===== src/rtl/scale_sequencer.sv =====
// Display scale sequencer: frame-aligned scale mode changes plus a 2-stage pixel-to-address pipeline.
// Optional automatic mode stepping every AUTO_FRAMES frames is enabled with `define SCALE_AUTOCYCLE_EN.
module scale_sequencer #(
   parameter int FB_WIDTH    = 240,
   parameter int FB_HEIGHT   = 320,
   parameter int AUTO_FRAMES = 60
) (
   input  logic        clk_in,
   input  logic        rst_in,
   input  logic [10:0] hcount_in,
   input  logic [9:0]  vcount_in,
   input  logic        new_frame_in,
   input  logic        cycle_in,
   input  logic        load_in,
   input  logic [1:0]  load_scale_in,
   output logic [1:0]  scale_out,
   output logic        pending_out,
   output logic        reject_out,
   output logic [16:0] addr_out,
   output logic        addr_valid_out,
   output logic [10:0] hcount_out,
   output logic [9:0]  vcount_out
);

   localparam logic [0:0] ST_STABLE  = 1'b0;
   localparam logic [0:0] ST_PENDING = 1'b1;

   localparam logic [1:0] M_1X   = 2'b00;
   localparam logic [1:0] M_RSVD = 2'b01;
   localparam logic [1:0] M_4X2  = 2'b10;
   localparam logic [1:0] M_2X   = 2'b11;

   localparam logic [31:0] W1 = 32'(FB_WIDTH);
   localparam logic [31:0] W2 = 32'(2 * FB_WIDTH);
   localparam logic [31:0] W4 = 32'(4 * FB_WIDTH);
   localparam logic [31:0] H1 = 32'(FB_HEIGHT);
   localparam logic [31:0] H2 = 32'(2 * FB_HEIGHT);
   localparam logic [16:0] FB_W17 = 17'(FB_WIDTH);

   function automatic logic [1:0] next_mode(input logic [1:0] m);
      case (m)
         M_1X:    return M_2X;
         M_2X:    return M_4X2;
         default: return M_1X;
      endcase
   endfunction

   // Mode FSM; pending_out is the visible state (PENDING = 1).
   logic [0:0] state_q, state_d;
   logic [1:0] scale_q, scale_d;
   logic [1:0] target_q, target_d;
   logic       reject_q, reject_d;

   logic [1:0] base_mode;
   logic       load_ok;
   logic       ext_cycle;
   logic       auto_req;

   assign base_mode = (state_q == ST_PENDING) ? target_q : scale_q;
   assign load_ok   = load_in && (load_scale_in != M_RSVD) &&
                      !((state_q == ST_STABLE) && (load_scale_in == scale_q));
   assign ext_cycle = cycle_in && !load_in;

   always_comb begin
      state_d  = state_q;
      scale_d  = scale_q;
      target_d = target_q;
      reject_d = load_in && (load_scale_in == M_RSVD);
      if (new_frame_in && (state_q == ST_PENDING)) begin
         scale_d = target_q;
         state_d = ST_STABLE;
      end
      if (load_ok) begin
         state_d  = ST_PENDING;
         target_d = load_scale_in;
      end else if (ext_cycle || auto_req) begin
         state_d  = ST_PENDING;
         target_d = next_mode(base_mode);
      end
   end

   always_ff @(posedge clk_in) begin
      if (rst_in) begin
         state_q  <= ST_STABLE;
         scale_q  <= M_1X;
         target_q <= M_1X;
         reject_q <= 1'b0;
      end else begin
         state_q  <= state_d;
         scale_q  <= scale_d;
         target_q <= target_d;
         reject_q <= reject_d;
      end
   end

`ifdef SCALE_AUTOCYCLE_EN
   localparam int CW = (AUTO_FRAMES > 1) ? $clog2(AUTO_FRAMES) : 1;
   localparam logic [CW-1:0] LAST = CW'(AUTO_FRAMES - 1);

   logic [CW-1:0] frame_cnt_q, frame_cnt_d, frame_cnt_inc;
   logic          auto_q, auto_d;
   logic          ext_req;

   assign ext_req       = load_ok || ext_cycle;
   assign frame_cnt_inc = frame_cnt_q + 1'b1;
   assign auto_req      = auto_q && !ext_req;

   // The internal request becomes pending one cycle after the triggering frame start.
   always_comb begin
      frame_cnt_d = frame_cnt_q;
      auto_d      = 1'b0;
      if (ext_req) begin
         frame_cnt_d = '0;
      end else if (new_frame_in) begin
         if (frame_cnt_q == LAST) begin
            frame_cnt_d = '0;
         end else begin
            frame_cnt_d = frame_cnt_inc;
            auto_d      = (frame_cnt_inc == LAST);
         end
      end
   end

   always_ff @(posedge clk_in) begin
      if (rst_in) begin
         frame_cnt_q <= '0;
         auto_q      <= 1'b0;
      end else begin
         frame_cnt_q <= frame_cnt_d;
         auto_q      <= auto_d;
      end
   end
`else
   // No automatic stepping; the comparison is constant-false for any legal AUTO_FRAMES.
   assign auto_req = (AUTO_FRAMES < 0);
`endif

   logic [31:0] h32, v32;
   logic [10:0] sh_d, s1_sh_q;
   logic [9:0]  sv_d, s1_sv_q;
   logic        valid_d, s1_valid_q;
   logic [10:0] s1_h_q;
   logic [9:0]  s1_v_q;

   assign h32 = 32'(hcount_in);
   assign v32 = 32'(vcount_in);

   always_comb begin
      case (scale_q)
         M_2X: begin
            sh_d    = hcount_in >> 1;
            sv_d    = vcount_in >> 1;
            valid_d = (h32 < W2) && (v32 < H2);
         end
         M_4X2: begin
            sh_d    = hcount_in >> 2;
            sv_d    = vcount_in >> 1;
            valid_d = (h32 < W4) && (v32 < H2);
         end
         default: begin
            sh_d    = hcount_in;
            sv_d    = vcount_in;
            valid_d = (h32 < W1) && (v32 < H1);
         end
      endcase
   end

   logic [16:0] addr_full, addr_d;
   logic [16:0] addr_q;
   logic        addr_valid_q;
   logic [10:0] h2_q;
   logic [9:0]  v2_q;

   assign addr_full = ({7'd0, s1_sv_q} * FB_W17) + {6'd0, s1_sh_q};
   assign addr_d    = s1_valid_q ? addr_full : 17'd0;

   always_ff @(posedge clk_in) begin
      if (rst_in) begin
         s1_sh_q      <= '0;
         s1_sv_q      <= '0;
         s1_valid_q   <= 1'b0;
         s1_h_q       <= '0;
         s1_v_q       <= '0;
         addr_q       <= '0;
         addr_valid_q <= 1'b0;
         h2_q         <= '0;
         v2_q         <= '0;
      end else begin
         s1_sh_q      <= sh_d;
         s1_sv_q      <= sv_d;
         s1_valid_q   <= valid_d;
         s1_h_q       <= hcount_in;
         s1_v_q       <= vcount_in;
         addr_q       <= addr_d;
         addr_valid_q <= s1_valid_q;
         h2_q         <= s1_h_q;
         v2_q         <= s1_v_q;
      end
   end

   assign scale_out      = scale_q;
   assign pending_out    = state_q;
   assign reject_out     = reject_q;
   assign addr_out       = addr_q;
   assign addr_valid_out = addr_valid_q;
   assign hcount_out     = h2_q;
   assign vcount_out     = v2_q;

endmodule


===== config.mk =====
export PLATFORM = sky130hd
export DESIGN_NAME = scale_sequencer
export DESIGN_NICKNAME = d
export VERILOG_FILES = /design/src/rtl/scale_sequencer.sv
export SDC_FILE = /design/constraint.sdc
export NUM_CORES = 1
export LEC_CHECK = 0
export BUFFER_PORTS_ARGS = -buffer_cell sky130_fd_sc_hd__buf_2
export CAP_MARGIN = 20
export CORE_MARGIN = 2
export CORE_UTILIZATION = 45
export CTS_CLUSTER_SIZE = 20
export DETAILED_ROUTE_END_ITERATION = 16
export HOLD_SLACK_MARGIN = 0.02
export PLACE_DENSITY_LB_ADDON = 0.05
export SLEW_MARGIN = 5
export SYNTH_ARGS = -nofsm -noshare
export SYNTH_HDL_FRONTEND = slang
export SYNTH_SLANG_ARGS = --single-unit
export TNS_END_PERCENT = 30

===== constraint.sdc =====
create_clock -name clk_in -period 4.2 [get_ports clk_in]
set_input_delay 0.21 -clock clk_in [delete_from_list [all_inputs] [get_ports clk_in]]
set_output_delay 0.21 -clock clk_in [all_outputs]
set_load 0.02 [all_outputs]

==> results by group, run 1 <==
Critical path
  • R2R Setup Slk: approximately 0.55 ns
  • Reg2reg start: s1_sv_q[0]$_SDFF_PP0_
  • Setup crit end kind: flip-flop
  • Largest driver fanout on the critical path: 4
  • Worst R2R Path Depth: 14
  • Critical Path RT: roughly 4.4 ns
  • Worst EP arrival: 3.88 ns
  • CP Cell Sequence: fa_1, inv_1, fa_1, inv_1, ha_1, a21oi_1, o21bai_1, xor2_1, ha_1, o21a_1, o2bb2ai_1, nand3b_1, xnor2_1, nor2_1
  • Crit start category: flip-flop
  • Crit-path max cell delay: around 0.58 ns
  • Critical path type: reg2reg
  • Slowest CP cell: fa_1
  • Reg2reg end: addr_out[13]$_SDFF_PP0_

Finish
  • Fill count: around 840
  • Share of layout cells above drive strength 1: 19.8%
  • Area grow syn2layout: 15.5%
  • ANT cells: 0
  • Non-Filler Instances: 593
  • Final net count: ~550

Route
  • Vias: about 2900
  • WL per Instance: approximately 12 µm
  • Initial DRC Count: 100
  • Drt first pass iters: 4
  • Routed Antenna Nets: 0
  • DRT Wirelength: roughly 7300 µm
  • Residual DRC: 0
  • Via/cell ratio: about 4.9

Placed design
  • Placed insts: 577
  • I/O Buffers: 70
  • GPL Wtd Cong: between 0.7 and 0.8
  • Hpwl dp: roughly 5500 µm

Floorplanning
  • Die Width: 99.8 µm
  • Die area: between 9000 and 10000 µm²
  • Std-Cell Core Area: around 8800 µm²
  • Starting density of the core: a little under half
  • Row count: 34
  • Die Y: approximately 100 µm
  • I/O pin cnt: 71

Clocking
  • Clock sinks: ~90
  • Root buf cell: clkbuf_8
  • # hold bufs at CTS: 0
  • H-tree Lvls: 3
  • CTS tree: yes
  • Clk buf depth: 2
  • Cts bufs inserted: 9
  • Clk slew on worst S/H paths: ~0.10 ns
  • Clock latency at the later pin of the worst-skew pair: roughly 0.36 ns
  • Post-CTS sizing: 0
  • Setup Fix Bufs, Post-CTS: 0

Yosys
  • Post-synthesis cell count: slightly above 400
  • Synth Area per Inst: about 10 µm²
  • Post-synthesis adder-cell area fraction: between 10% and 20%
  • Synth Area in XOR/XNOR: ~4.2%
  • Synth Flop Type: dfxtp_1
  • Post-synth ARST share: 0%
  • Post-synth EDFFs: 0
  • Commonest cells in the netlist: dfxtp_1, nor2b_1, inv_1
  • Multiplexer share of the synthesized area: just under 5%
  • Syn Nets: ~480
  • Synth Warn #: 0
  • Simple-gate share of the synthesized area: between 15 and 20%
  • Cell Area, Synth: just over 4000 µm²
  • Complex-gate fraction of the synthesized area: between 10% and 20%
  • Seq/Total Area, Yosys: between 40% and 50%
  • Flop and latch count out of synthesis: 88
  • Most frequent cell after synthesis: dfxtp_1
  • Main combinational cell family by area after synthesis: simple AND/OR/NAND/NOR gates
  • Area contributors post-synth: dfxtp_1, fa_1, ha_1
  • Post-synth top area share: between 40% and 50%
  • Synth unique cells: 46
  • Area leader, netlist: dfxtp_1

Timing
  • FMAX: around 270 MHz
  • Worst-Margin Slew: 0.714 ns
  • Slew HR: approximately 52%
  • Final Critical Period: 3.65 ns
  • RSZ-0062 raised after global routing: no
  • Hold WS: about 0.085 ns
  • Final setup violation count: 0
  • Final Hold Viols: 0
  • Clock skew: roughly 0.013 ns
  • Tcrit/Tclk final: around 87%
  • Setup tns final: 0 ns
  • Slew Viols, Final: 0

Pwr
  • Pwr dens: about 430 nW/µm²
  • P_leak: 2.18 nW
  • Max VDD drop: approximately 220 µV
  • Tot Pwr: between 2 and 2.5 mW

Worst hold path
  • Worst Hold Launch: hcount_in[0]
  • Hold crit path type: in2reg
  • Worst hold path cell count: 2
  • Hold EP: s1_h_q[0]$_SDFF_PP0_

Global route
  • GRT overflow: 0
  • Initial antenna violation count: 0
  • Vias in the first global route: around 2800
  • First-pass GRT wire length: approximately 13000 µm
  • Global Route Usage Sum: approximately 16%
  • Largest net degree at the start of global routing: 72

Status
  • Outcome: finished clean

Flow run
  • Max Cap Viol: 0
==> layout by cell type (no fill, tap or decap), types with 3 or more instances in the layout <==
master | synthesis | routed
o21ai_0 | 9 | 9
mux2i_1 | 20 | 20
a21o_1 | 4 | 4
buf_2 | 0 | 70
inv_8 | 0 | 3
a211oi_1 | 11 | 11
xor2_1 | 9 | 9
clkbuf_8 | 0 | 9
nor2_1 | 35 | 35
ha_1 | 23 | 23
nand3_1 | 5 | 5
nor3b_1 | 3 | 3
fa_1 | 18 | 18
xnor2_1 | 9 | 9
dfxtp_1 | 88 | 88
a21oi_1 | 19 | 19
nand2b_1 | 8 | 8
nand2_1 | 8 | 8
nor2b_1 | 44 | 44
inv_1 | 39 | 39
nor3_1 | 5 | 5
o211ai_1 | 5 | 5
and2_1 | 8 | 8
==> sequential cells by signal (all words and copies together), names as in the netlist <==
| name | count |
|---|---|
| addr_valid_out | 1 |
| reject_out | 1 |
| scale_out | 2 |
| vcount_out | 10 |
| hcount_out | 11 |
| s1_sh_q | 11 |
| addr_out | 17 |
| target_q | 2 |
| s1_sv_q | 10 |
| s1_h_q | 11 |
| s1_valid_q | 1 |
| s1_v_q | 10 |
| pending_out | 1 |
==> metal layers <==
layer  GRT usage (%)  share of wire (%)
met3            3.97                4.9
met4            6.32                1.4
met1            22.5                 51
met5               0                  0
met2            24.5                 43
==> worst max-delay path, delay by kind of cell, from the launching register on <==
kind / cells / cell delay (ns)
buf+inv: 2 / 0.12
xor+xnor: 2 / 0.27
simple gates: 2 / 0.23
flops: 1 / 0.35
fa+ha+maj: 4 / 1.72
compound gates: 4 / 0.86
==> cells by family after synthesis <==
logic type / count (synthesis)
buffers and inverters: 55
AOI/OAI and AO/OA: 63
muxes: 20
DFF: 88
adders and majority gates: 41
xor gates and xnor gates: 19
and+or+nand+nor: 127
==> metrics by stage <==
stage | area (µm²) | util [%] | setup slack, ns
6_report | 4770 | 54.2 | 0.555
3_3_place_gp | 4570 | 51.9 | 0.648
4_1_cts | 4770 | 54.2 | 0.530
3_5_place_dp | 4570 | 51.9 | 0.551
2_1_floorplan | 4130 | - | 0.841
5_1_grt | 4770 | 54.2 | 0.301
==> power breakdown <==
group	leakage [nW]	switching (mW)	total (mW)	internal, mW
clock	0.0981	0.341	0.576	0.234
sequential	0.725	0.0145	0.884	0.870
combinational	1.36	0.320	0.573	0.254
total	2.18	0.675	2.03	1.36
==> area by class of cell <==
class | instances | area [µm²] | share of cell area, %
clock buffer | 9 | 124 | 2.60
clock inverter | 7 | 75.1 | 1.57
inverter | 39 | 146 | 3.07
multi-input combinational | 270 | 2170 | 45.4
sequential | 88 | 1760 | 36.9
tap | 108 | 135 | 2.83
timing repair buffer | 72 | 365 | 7.65
==> worst max path at each step <==
| stage | start | end | slack [ns] | cells past startpoint |
|---|---|---|---|---|
| floorplan | s1_sv_q[0]$_SDFF_PP0_ | addr_out[13]$_SDFF_PP0_ | 0.84 | 14 |
| global placement | s1_sv_q[0]$_SDFF_PP0_ | addr_out[13]$_SDFF_PP0_ | 0.65 | 14 |
| detailed placement | s1_sv_q[0]$_SDFF_PP0_ | addr_out[13]$_SDFF_PP0_ | 0.55 | 14 |
| CTS | s1_sv_q[0]$_SDFF_PP0_ | addr_out[13]$_SDFF_PP0_ | 0.53 | 14 |
| global route | s1_sv_q[0]$_SDFF_PP0_ | addr_out[13]$_SDFF_PP0_ | 0.30 | 14 |
| finish | s1_sv_q[0]$_SDFF_PP0_ | addr_out[13]$_SDFF_PP0_ | 0.55 | 14 |
Note: power is estimated with default switching activity, not from simulation.
==> inputs of run 2 (changes only) <==
CORE_UTILIZATION = 50   (was 45)
SKIP_CTS_REPAIR_TIMING = 1   (was unset)
clock period = 3 ns   (was 4.2 ns; I/O delays follow)
==> run 2 against run 1 <==
  * The flow now finishes with violations (setup timing)
  * Clock-buffer cell count increased by 1
  * Combinational power increased by 76%
  * Maximum frequency increased by 10%
  * Clock power increased by 49%
  * Register-to-register slack got worse by 0.86 ns
  * Via count increased by 3.0%
  * Flip-flop and latch count unchanged
  * Final cell count increased by 5.1%
  * Utilization increased by 8.8 points
  * Critical endpoint is now addr_out[16]$_SDFF_PP0_
  * Largest cell class unchanged
  * Largest power group unchanged
==> results by group, run 2 (same netlist as run 1, synthesis figures left out) <==
Global route
  • Vias in the first global route: 2806 (was 2757)
  • GRT overflow: 0 (unchanged)
  • Global Route Usage Sum: 17.8% (was 16.2%)
  • First-pass GRT wire length: 12500 µm (was 12800 µm)
  • Largest net degree at the start of global routing: 71 (was 72)
  • Initial antenna violation count: 0 (unchanged)

Route
  • Residual DRC: 0 (unchanged)
  • Routed Antenna Nets: 0 (unchanged)
  • DRT Wirelength: 7320 µm (was 7340 µm)
  • Vias: 2968 (was 2881)
  • Initial DRC Count: 54 (was 100)
  • Via/cell ratio: 4.76 (was 4.86)
  • Drt first pass iters: 4 (unchanged)
  • WL per Instance: 11.7 µm (was 12.4 µm)

Finish
  • Core Util, Final: 63.0% (was 54.2%)
  • Final net count: 582 (was 549)
  • Area grow syn2layout: 23.9% (was 15.5%)
  • Most frequent cells in the layout: dfxtp_1, buf_2, nor2b_1 (unchanged)
  • Seq. cell area: 1770 µm² (was 1760 µm²)
  • Non-Filler Instances: 623 (was 593)
  • Share of layout cells above drive strength 1: 28.4% (was 19.8%)
  • Max reg flops: 17 (unchanged)
  • ANT cells: 0 (unchanged)
  • Most common cell after layout, fill and taps aside: dfxtp_1 (unchanged)
  • Area of the multi-input gates: 2250 µm² (was 2170 µm²)
  • Fill count: 673 (was 842)

Clocking
  • CTS tree: yes (unchanged)
  • Clk buf depth: 2 (unchanged)
  • Root buf cell: clkbuf_8 (unchanged)
  • Clk slew on worst S/H paths: 0.09 ns (was 0.10 ns)
  • Clock sinks: 88 (unchanged)
  • Cts bufs inserted: 9 (unchanged)
  • H-tree Lvls: 3 (unchanged)
  • Clock latency at the later pin of the worst-skew pair: 0.35 ns (was 0.36 ns)

Timing
  • RSZ-0062 raised after global routing: yes (was no)
  • Setup tns final: -1.66 ns (was 0 ns)
  • Clock skew: 0.00926 ns (was 0.0133 ns)
  • Final setup violation count: 8 (was 0)
  • Tcrit/Tclk final: 110% (was 86.8%)
  • Final Hold Viols: 0 (unchanged)
  • Final worst slack: -0.309 ns (was 0.555 ns)
  • FMAX: 302 MHz (was 274 MHz)
  • Slew HR: 56.3% (was 52.3%)
  • Slew Viols, Final: 0 (unchanged)
  • Final Critical Period: 3.31 ns (was 3.65 ns)
  • Worst-Margin Slew: 0.656 ns (was 0.714 ns)

Floorplanning
  • Row count: 33 (was 34)
  • Std-Cell Core Area: 8130 µm² (was 8810 µm²)
  • Starting density of the core: 50.8% (was 46.9%)
  • Die Width: 94.9 µm (was 99.8 µm)
  • Die Y: 94.9 µm (was 99.8 µm)
  • I/O pin cnt: 71 (unchanged)
  • Die area: 9010 µm² (was 9970 µm²)

Pwr
  • Net switching fraction of the power: 31.2% (was 33.2%)
  • Share of total power in the clock network: 27.7% (was 28.3%)
  • P_leak: 2.36 nW (was 2.18 nW)
  • Pwr dens: 606 nW/µm² (was 426 nW/µm²)
  • Sequential share of power: 39.8% (was 43.5%)
  • P_int: 2.14 mW (was 1.36 mW)
  • Max VDD drop: 306 µV (was 222 µV)
  • Psw: 968 µW (was 675 µW)
  • Combinational share of power: 32.5% (was 28.2%)
  • Tot Pwr: 3.11 mW (was 2.03 mW)

Status
  • Failing checks: setup timing
  • Outcome: complete, but fails checks (was finished clean)

Critical path
  • Setup crit end kind: flip-flop (unchanged)
  • Critical Path RT: 3.27 ns (was 4.43 ns)
  • R2R Setup Slk: -0.31 ns (was 0.55 ns)
  • Worst EP arrival: 3.58 ns (was 3.88 ns)
  • Reg2reg start: s1_sv_q[0]$_SDFF_PP0_ (unchanged)
  • Crit start category: flip-flop (unchanged)
  • Worst Setup SP: s1_sv_q[0]$_SDFF_PP0_ (unchanged)
  • Critical path type: reg2reg (unchanged)
  • Largest driver fanout on the critical path: 4 (unchanged)
  • Reg2reg end: addr_out[16]$_SDFF_PP0_ (was addr_out[13]$_SDFF_PP0_)
  • Worst R2R Path Depth: 14 (unchanged)

Placed design
  • I/O Buffers: 70 (unchanged)
  • Hpwl dp: 5490 µm (was 5500 µm)
  • Placed insts: 606 (was 577)
  • Pre-CTS setup slack: -0.357 ns (was 0.551 ns)
  • GPL Wtd Cong: 0.821 (was 0.770)

Worst hold path
  • Hold EP: s1_h_q[0]$_SDFF_PP0_ (unchanged)
  • Worst hold path cell count: 2 (unchanged)
  • Worst Hold Launch: hcount_in[0] (unchanged)
  • Hold crit path type: in2reg (unchanged)

Flow run
  • Max Cap Viol: 0 (unchanged)
[run 2: power by group through the flow]
stage / logic, mW / registers (mW) / clock network (mW)
finish: 1.01 / 1.24 / 0.861
global route: 1.14 / 1.24 / 0.934
CTS: 0.966 / 1.24 / 0.885
detailed placement: 0.960 / 1.26 / 0
global placement: 0.941 / 1.26 / 0
floorplan: 0.660 / 1.28 / 0
[run 2: worst max-delay path, stage by stage, from the launching register on]
cell and delay (ns):
dfxtp_2 0.34, fa_1 0.57, inv_2 0.04, fa_1 0.48, fa_2 0.38, nand2b_4 0.16, nand2b_4 0.06, a21oi_2 0.05
xnor2_1 0.13, ha_1 0.35, a21oi_1 0.13, nand2_1 0.09, nor3b_2 0.17, a21o_1 0.18, a21oi_1 0.11
[run 2: worst max path at each step]
| stage | endpoint |
|---|---|
| finish | addr_out[16]$_SDFF_PP0_ |
| global route | addr_out[13]$_SDFF_PP0_ |
| CTS | addr_out[16]$_SDFF_PP0_ |
| detailed placement | addr_out[16]$_SDFF_PP0_ |
| global placement | addr_out[16]$_SDFF_PP0_ |
| floorplan | addr_out[13]$_SDFF_PP0_ |
[run 2: per-stage QoR]
step	hold slack (ns)	cell area, µm²
after floorplan	0.229	4170
after global placement	0.379	4850
after detailed placement	0.382	4850
after CTS	0.0135	5060
after global routing	0.0330	5120
final	0.0290	5120
[run 2: layout make-up]
| cell class | instances | share of cell area [%] |
|---|---|---|
| clock buffers | 10 | 2.69 |
| clock inverters | 6 | 1.47 |
| inverters | 39 | 2.86 |
| multi-input cells | 270 | 44.0 |
| flip-flops and latches | 88 | 34.5 |
| well taps | 105 | 2.56 |
| repair buffers | 105 | 12.0 |
[run 2: routing by layer]
metal / GRT usage, % / routed length, µm / vias to the layer above
li1: - / - / 1566
met1: 24.1 / 3540 / 1332
met2: 27.0 / 3330 / 61
met3: 4.71 / 354 / 9
met4: 7.25 / 96 / 0
met5: 0 / 0 / -
